<file path="config.mk">
export PLATFORM = sky130hd
export DESIGN_NAME = pipeline_hazard_controller
export DESIGN_NICKNAME = d
export VERILOG_FILES = /design/src/rtl/pipeline_hazard_controller.sv
export SDC_FILE = /design/constraint.sdc
export NUM_CORES = 1
export LEC_CHECK = 0
export BUFFER_PORTS_ARGS = -buffer_cell sky130_fd_sc_hd__buf_2
export CAP_MARGIN = 15
export CORE_ASPECT_RATIO = 1.4
export CORE_MARGIN = 2
export CORE_UTILIZATION = 30
export DETAILED_ROUTE_END_ITERATION = 6
export GPL_ROUTABILITY_DRIVEN = 0
export SLEW_MARGIN = 15
export SYNTH_ARGS = -nofsm -noshare
export SYNTH_HDL_FRONTEND = slang
export SYNTH_SLANG_ARGS = --single-unit
</file>
<file path="constraint.sdc">
create_clock -name clk -period 2.75 [get_ports clk]
set_input_delay 0.55 -clock clk [delete_from_list [all_inputs] [get_ports clk]]
set_output_delay 0.55 -clock clk [all_outputs]
set_load 0.05 [all_outputs]
</file>
<file path="src/rtl/pipeline_hazard_controller.sv">
// Stall/flush sequencer for the 5-stage pipeline: load-use bubbles, branch flushes,
// multi-cycle memory waits with a timeout watchdog, and a saturating stall-cycle counter.
module pipeline_hazard_controller #(
    parameter int REG_ADDR_WIDTH = 5,
    parameter int MEM_TIMEOUT    = 16,
    parameter int CNT_WIDTH      = 16
) (
    input  logic                      clk,
    input  logic                      rst_n,
    input  logic                      id_valid,
    input  logic [REG_ADDR_WIDTH-1:0] id_rs,
    input  logic [REG_ADDR_WIDTH-1:0] id_rt,
    input  logic                      id_rs_used,
    input  logic                      id_rt_used,
    input  logic                      ex_valid,
    input  logic                      ex_mem_read,
    input  logic                      ex_reg_write_enable,
    input  logic [REG_ADDR_WIDTH-1:0] ex_rd,
    input  logic                      id_branch_taken,
    input  logic                      mem_req,
    input  logic                      mem_ready,
    output logic                      pc_hold,
    output logic                      if_hold,
    output logic                      id_bubble,
    output logic                      if_flush,
    output logic                      ex_hold,
    output logic                      mem_hold,
    output logic                      mem_timeout_err,
    output logic [CNT_WIDTH-1:0]      stall_count
);

    localparam int WAIT_W = $clog2(MEM_TIMEOUT);
    localparam logic [WAIT_W-1:0] WAIT_LAST = WAIT_W'(MEM_TIMEOUT - 1);
    localparam logic [CNT_WIDTH-1:0] CNT_MAX = {CNT_WIDTH{1'b1}};

    typedef enum logic [1:0] {
        ST_RUN,
        ST_MEM_WAIT,
        ST_ERROR
    } state_t;

    state_t               state_q, state_d;
    logic [WAIT_W-1:0]    wait_q, wait_d;
    logic                 err_q, err_d;
    logic [CNT_WIDTH-1:0] stall_count_q, stall_count_d;

    logic load_use;
    logic mem_stall;
    logic pc_hold_c, if_hold_c, id_bubble_c, if_flush_c, ex_hold_c, mem_hold_c;

    assign load_use = id_valid & ex_valid & ex_mem_read & ex_reg_write_enable
                    & (ex_rd != '0)
                    & ((id_rs_used & (id_rs == ex_rd)) | (id_rt_used & (id_rt == ex_rd)));
    assign mem_stall = mem_req & ~mem_ready;

    always_comb begin
        state_d     = state_q;
        wait_d      = wait_q;
        err_d       = err_q;
        pc_hold_c   = 1'b0;
        if_hold_c   = 1'b0;
        id_bubble_c = 1'b0;
        if_flush_c  = 1'b0;
        ex_hold_c   = 1'b0;
        mem_hold_c  = 1'b0;

        case (state_q)
            ST_MEM_WAIT: begin
                if (!mem_ready) begin
                    pc_hold_c  = 1'b1;
                    if_hold_c  = 1'b1;
                    ex_hold_c  = 1'b1;
                    mem_hold_c = 1'b1;
                    if (wait_q == WAIT_LAST) begin
                        state_d = ST_ERROR;
                        err_d   = 1'b1;
                    end else begin
                        wait_d = wait_q + WAIT_W'(1);
                    end
                end else begin
                    // Access completes: the pipeline advances and ID hazards resolve as in RUN.
                    state_d = ST_RUN;
                    wait_d  = '0;
                    if (load_use) begin
                        pc_hold_c   = 1'b1;
                        if_hold_c   = 1'b1;
                        id_bubble_c = 1'b1;
                    end else if (id_branch_taken) begin
                        if_flush_c = 1'b1;
                    end
                end
            end
            ST_ERROR: begin
                pc_hold_c  = 1'b1;
                if_hold_c  = 1'b1;
                ex_hold_c  = 1'b1;
                mem_hold_c = 1'b1;
                err_d      = 1'b1;
            end
            default: begin
                if (mem_stall) begin
                    pc_hold_c  = 1'b1;
                    if_hold_c  = 1'b1;
                    ex_hold_c  = 1'b1;
                    mem_hold_c = 1'b1;
                    state_d    = ST_MEM_WAIT;
                    wait_d     = WAIT_W'(1);
                end else if (load_use) begin
                    pc_hold_c   = 1'b1;
                    if_hold_c   = 1'b1;
                    id_bubble_c = 1'b1;
                end else if (id_branch_taken) begin
                    if_flush_c = 1'b1;
                end
            end
        endcase

        stall_count_d = stall_count_q;
        if (pc_hold_c && (stall_count_q != CNT_MAX)) begin
            stall_count_d = stall_count_q + CNT_WIDTH'(1);
        end
    end

    always_ff @(posedge clk) begin
        if (!rst_n) begin
            state_q       <= ST_RUN;
            wait_q        <= '0;
            err_q         <= 1'b0;
            stall_count_q <= '0;
        end else begin
            state_q       <= state_d;
            wait_q        <= wait_d;
            err_q         <= err_d;
            stall_count_q <= stall_count_d;
        end
    end

    // Holds are suppressed while reset is asserted so no stage freezes during reset.
    assign pc_hold         = rst_n & pc_hold_c;
    assign if_hold         = rst_n & if_hold_c;
    assign id_bubble       = rst_n & id_bubble_c;
    assign if_flush        = rst_n & if_flush_c;
    assign ex_hold         = rst_n & ex_hold_c;
    assign mem_hold        = rst_n & mem_hold_c;
    assign mem_timeout_err = err_q;
    assign stall_count     = stall_count_q;

endmodule

</file>
== Word level (Yosys, flattened, before mapping) ==
Index checks and enable logic that the tools add are counted.

* Register bits after elaboration: 23
* Latch bits: 0
* RAM bits: 0
* ROM bits: 0
* Input bits: 26
* Output and inout port bits: 23
* Word-level logic and storage cells: 64
* Memories: 0

* $add $sub $neg: 2
* $mul: 0
* Div/mod/pow operators: 0
* $lt $le $gt $ge: 0
* Equality and inequality tests: 10
* Shifts and indexed selects: 0
* Multiplexer cells: 26
* Bitwise operators: 15
* Reduce and logical (&&, ||, !) cells: 7

{| class="wikitable"
|+ Operator list
! operator !! count
|-
| adder 16 x 1 -> 16 bit, second input constant || 1
|-
| != test 16 bit, second input constant || 1
|-
| two-way mux 1 bit || 13
|-
| AND 1 bit || 12
|-
| two-way mux 4 bit || 3
|-
| == test 5 bit || 2
|-
| one-hot mux 1 bit (2 select lines) || 5
|-
| AND reduction 3 bit || 3
|-
| one-hot mux 4 bit (2 select lines) || 1
|-
| two-way mux 2 bit || 3
|-
| != test 3 bit, second input constant || 2
|-
| nonzero test 5 bit || 1
|-
| adder 4 x 1 -> 4 bit, second input constant || 1
|-
| == test 4 bit, second input constant || 1
|-
| != test 2 bit, second input constant || 2
|-
| one-hot mux 2 bit (2 select lines) || 1
|-
| nonzero test 2 bit || 2
|-
| == test 2 x 1 -> 1 bit, second input constant || 1
|-
| == test 2 bit, second input constant || 1
|-
| inverter 1 bit || 2
|-
| logical AND 1 bit || 1
|-
| OR 1 bit || 1
|}

== Logic depth before layout (Yosys ltp) ==
* Depth in word-level cells: 9
* Gate-level depth with buffers: 10
* Gate-level depth less buffers: 8

== Worst setup path after synthesis ==
No wires, ideal clock.

* Path kind: input -> output
* From: input port ex_rd[1]
* To: output port pc_hold
* Arrival time: 2275 ps
* Required time: 2200 ps
* Setup slack: -75 ps
* Cell stages on the path: 6
* Path buffers: 1
* Cells stage by stage: xnor2_1 -> nand4_1 -> o22ai_1 -> a21oi_1 -> nor2_1 -> buf_4

* Longest elaborated chain between the ends: 8
* Elaborated cells between the ends (all ways): 13
* Classes of those cells: eq/ne (2); mux (4); bitwise (6); reduce/logical (1)

{| class="wikitable"
|+ RTL lines
! what !! RTL line !! source
|-
| start, declared || 18 || <nowiki>input logic [REG_ADDR_WIDTH-1:0] ex_rd,</nowiki>
|-
| == test 5 bit || 53 || <nowiki>& ((id_rs_used & (id_rs == ex_rd)) | (id_rt_used & (id_rt == ex_rd)));</nowiki>
|-
| AND 1 bit || 53 ||
|-
| OR 1 bit || 53 ||
|-
| AND 1 bit * || 53 ||
|-
| two-way mux 1 bit * || n/a ||
|-
| two-way mux 1 bit (on tied branches) || n/a ||
|-
| one-hot mux 1 bit (2 select lines) * || n/a ||
|-
| AND 1 bit * || n/a ||
|-
| end, declared || 22 || <nowiki>output logic pc_hold,</nowiki>
|}

Every way passes the cells marked *; elsewhere a longest branch is shown, timed or not.

== Final worst setup path ==
* From: register state_q[0]
* To: output port if_hold

* Longest elaborated chain between the ends: 3
* Elaborated cells between the ends (all ways): 4
* Classes of those cells: eq/ne (2); mux (1); bitwise (1)

{| class="wikitable"
|+ RTL lines
! what !! RTL line !! source
|-
| start, declared || 42 || <nowiki>state_t state_q, state_d;</nowiki>
|-
| start signal, assigned || 131 || <nowiki>state_q <= state_d;</nowiki>
|-
| == test 2 bit / == test 2 x 1 -> 1 bit (equally long branches) || 67 || <nowiki>case (state_q)</nowiki>
|-
| one-hot mux 1 bit (2 select lines) * || 67 ||
|-
| AND 1 bit * || 140 || <nowiki>assign if_hold = rst_n & if_hold_c;</nowiki>
|-
| end, declared || 23 || <nowiki>output logic if_hold,</nowiki>
|}

Marks and branches as above.

==> results.toml <==
[layout]
final_cells = 285
fin_util = 0.3831
drive_above_1_share = 0.2646
diodes = 0
syn_to_final_growth_pct = 22.38
nets = 254

[logic_synthesis]
synthXorXnorAreaFrac = 0.06731
synthMuxAreaShare = 0.01399
synth-edff-count = 0
synth_top_area_frac = 0.3217
yosysWarnings = 0
synth_most_common_cell = "dfxtp_1"
ys_types = 40
synthTopCellsByCount = "dfxtp_1 (23), a21oi_1 (19), nand2_1 (18), nor2_1 (11), xnor2_1 (10)"
synth_area_leaders = "dfxtp_1 (32%), a21oi_1 (6.6%), xnor2_1 (6.1%), nand2_1 (4.7%), o31ai_1 (3.7%)"
syn_inst = 177
synth_compound_area_frac = 0.2421
ys_seq_elements = 23
yosysTopAreaCell = "dfxtp_1"
synth_top_family_by_area = "simple AND/OR/NAND/NOR gates"
ys.flop_type = "dfxtp_1"
synthSimpleGateAreaFrac = 0.2649
synth_fa_ha_area_frac = 0.03497
synth_nets = 207
synth_area_mm2 = 0.001431
async_flop_share = 0
avgSynthCellArea_um2 = 8.087
ys_seq_area_frac = 0.3217

[critical_path]
r2r_setup_slack_ps = 460
rr_endpoint = "stall_count[11]"
arrival_ps = 1970
critPathCaptureType = "primary output"
path_max_fanout = 4
timing.reg2reg.worst_path_depth = 8
regToRegStartpoint = "state_q[0]"
cp.required_ps = 2200
path_class = "reg2out"
critPathLaunchType = "flip-flop"

[cts]
cts_sinks = 23
clk_root_buffer_cell = "clkbuf_8"
htreeDepth = 1
cts_buffers = 3
cts_tree = "done"
clk_path_buf_depth = 2
clock_latency_ps = 270
cts_setup_buffers = 0
path_clk_slew_ps = 80
cts_resized = 0
ctsHoldBuffers = 0

[timing]
max_freq_ghz = 0.3976
tns_ps = 0
whs_ps = 498.7
fin_crit_sh = 0.9146
slew-limit-headroom = 0.5771
slew_violations = 0
tightestPinTransition_ps = 632.9
fin_crit_ps = 2515
rsz0062_at_grt = "no"
hold_violations = 0
fin_skew_ps = 1.794
postLayoutSetupSlackWorst_ps = 235.0
setup_viol = 0

[placed_design]
placedCellCount = 281
port_buffers = 48
place_hpwl_um = 2637
place_ws_ps = 302.4

[pwr]
ir_worst_vdd_uv = 149.2
p_int_uw = 495.5
seqPwrFrac = 0.489
swShare = 0.3025
p_sw_uw = 215.0
power_frac_comb = 0.204
powerDensity_mw_per_mm2 = 405.6
clkPwrFrac = 0.307
leakage_uw = 0.0007031

[worst_hold_path]
hold_depth = 2
worst_hold_path_type = "reg2reg"
worstHoldStart = "stall_count[9]"
holdPathEnd = "stall_count[9]"

[run_status]
outcome = "finished clean"

[drt]
drt_pre_antenna_iters = 4
drt_iter0_markers = 69
drt_wl_total_um = 3488
wl_met1_um = 1542
ant_nets = 0
vias = 1449
routed_via_density = 5.084
wl_per_cell_um = 12.24
met3WireLength_um = 102
wl_met2_um = 1769
maxUsedRoutingLayer = "met4"
drcViolationCount = 0

[floorplan]
die_area_mm2 = 0.005348
core-area_mm2 = 0.004572
die_x_um = 62.38
ios = 49
die_height_um = 85.73
initial_core_util = 0.3131
rows = 29

[global_routing]
grt.overflow.total = 0
grt_max_degree = 29
antenna_found_initial = 0
grt_pass1_wl_um = 5878
grt_pass1_vias = 1384
grtUsageTotal = 0.1344

[flow_run]
cap_violations = 0
==> logic make-up after synthesis <==
logic type               Yosys count
adder cells (fa/ha/maj)            4
buffers and inverters             14
AND/OR/NAND/NOR                   69
flip-flops                        23
multiplexers                       2
XOR/XNOR                          11
AO/OA/AOI/OAI                     54
==> sequential cells by signal, indices dropped and copies added, names as in the netlist <==
name	flops
mem_timeout_err	1
wait_q	4
state_q	2
stall_count	16
==> layer usage <==
metal  track usage  vias to the layer above
li1              -                      750
met1        0.1521                      669
met2        0.2490                       23
met3       0.01837                        7
met4       0.06263                        0
met5             0                        -
==> cells in the final DEF, fill, tap and decap left out, types with 3 or more instances in the layout <==
cell and n:
buf_2 48, dfxtp_1 23, a21oi_1 19, nand2_1 18, xnor2_1 10, nor2_1 10, o21ai_0 8, nand3_1 8
nand4_1 7, o31ai_1 7, or4_1 7, inv_1 6, o21ai_1 5, or3_1 5, and2_1 4, ha_1 4
o21a_1 3, clkbuf_8 3
==> final cells by class <==
type	instances	area, um^2
Fill cell	499	2820
Multi-Input combinational cell	140	894.6
Clock buffer	4	45.04
Sequential cell	23	460.4
Timing Repair Buffer	49	247.7
Inverter	7	26.28
Tap cell	62	77.57
==> worst max-delay path, stage by stage (launching register included) <==
cell and delay (ps):
dfxtp_1 370, inv_1 50, ha_1 330, inv_1 80, a221oi_2 310, a21oi_1 170, nor2_2 120, buf_2 270
==> power groups by stage <==
stage          Sequential [uW]  Clock, uW  Combinational, uW
6_report                   347        218                145
5_1_grt                    348        236                160
4_1_cts                    347        225                147
3_5_place_dp               355          0                146
3_3_place_gp               355          0                144
2_1_floorplan              362          0                100
==> per-stage QoR <==
step | area, um^2 | total power [uW]
final | 1752 | 710.5
after global routing | 1752 | 744.9
after CTS | 1752 | 718.3
after detailed placement | 1707 | 500.7
after global placement | 1707 | 499.2
after floorplan | 1434 | 462.8
==> worst max-delay path by stage <==
| stage | from | endpoint | depth (start not counted) |
|---|---|---|---|
| 6_report | state_q[0] | if_hold | 7 |
| 3_3_place_gp | ex_rd[1] | if_hold | 7 |
| 3_5_place_dp | ex_rd[1] | if_hold | 7 |
| 2_1_floorplan | ex_rd[1] | pc_hold | 6 |
| 4_1_cts | state_q[0] | if_hold | 7 |
| 5_1_grt | state_q[0] | if_hold | 7 |
Power figures use the tool's default switching activity.
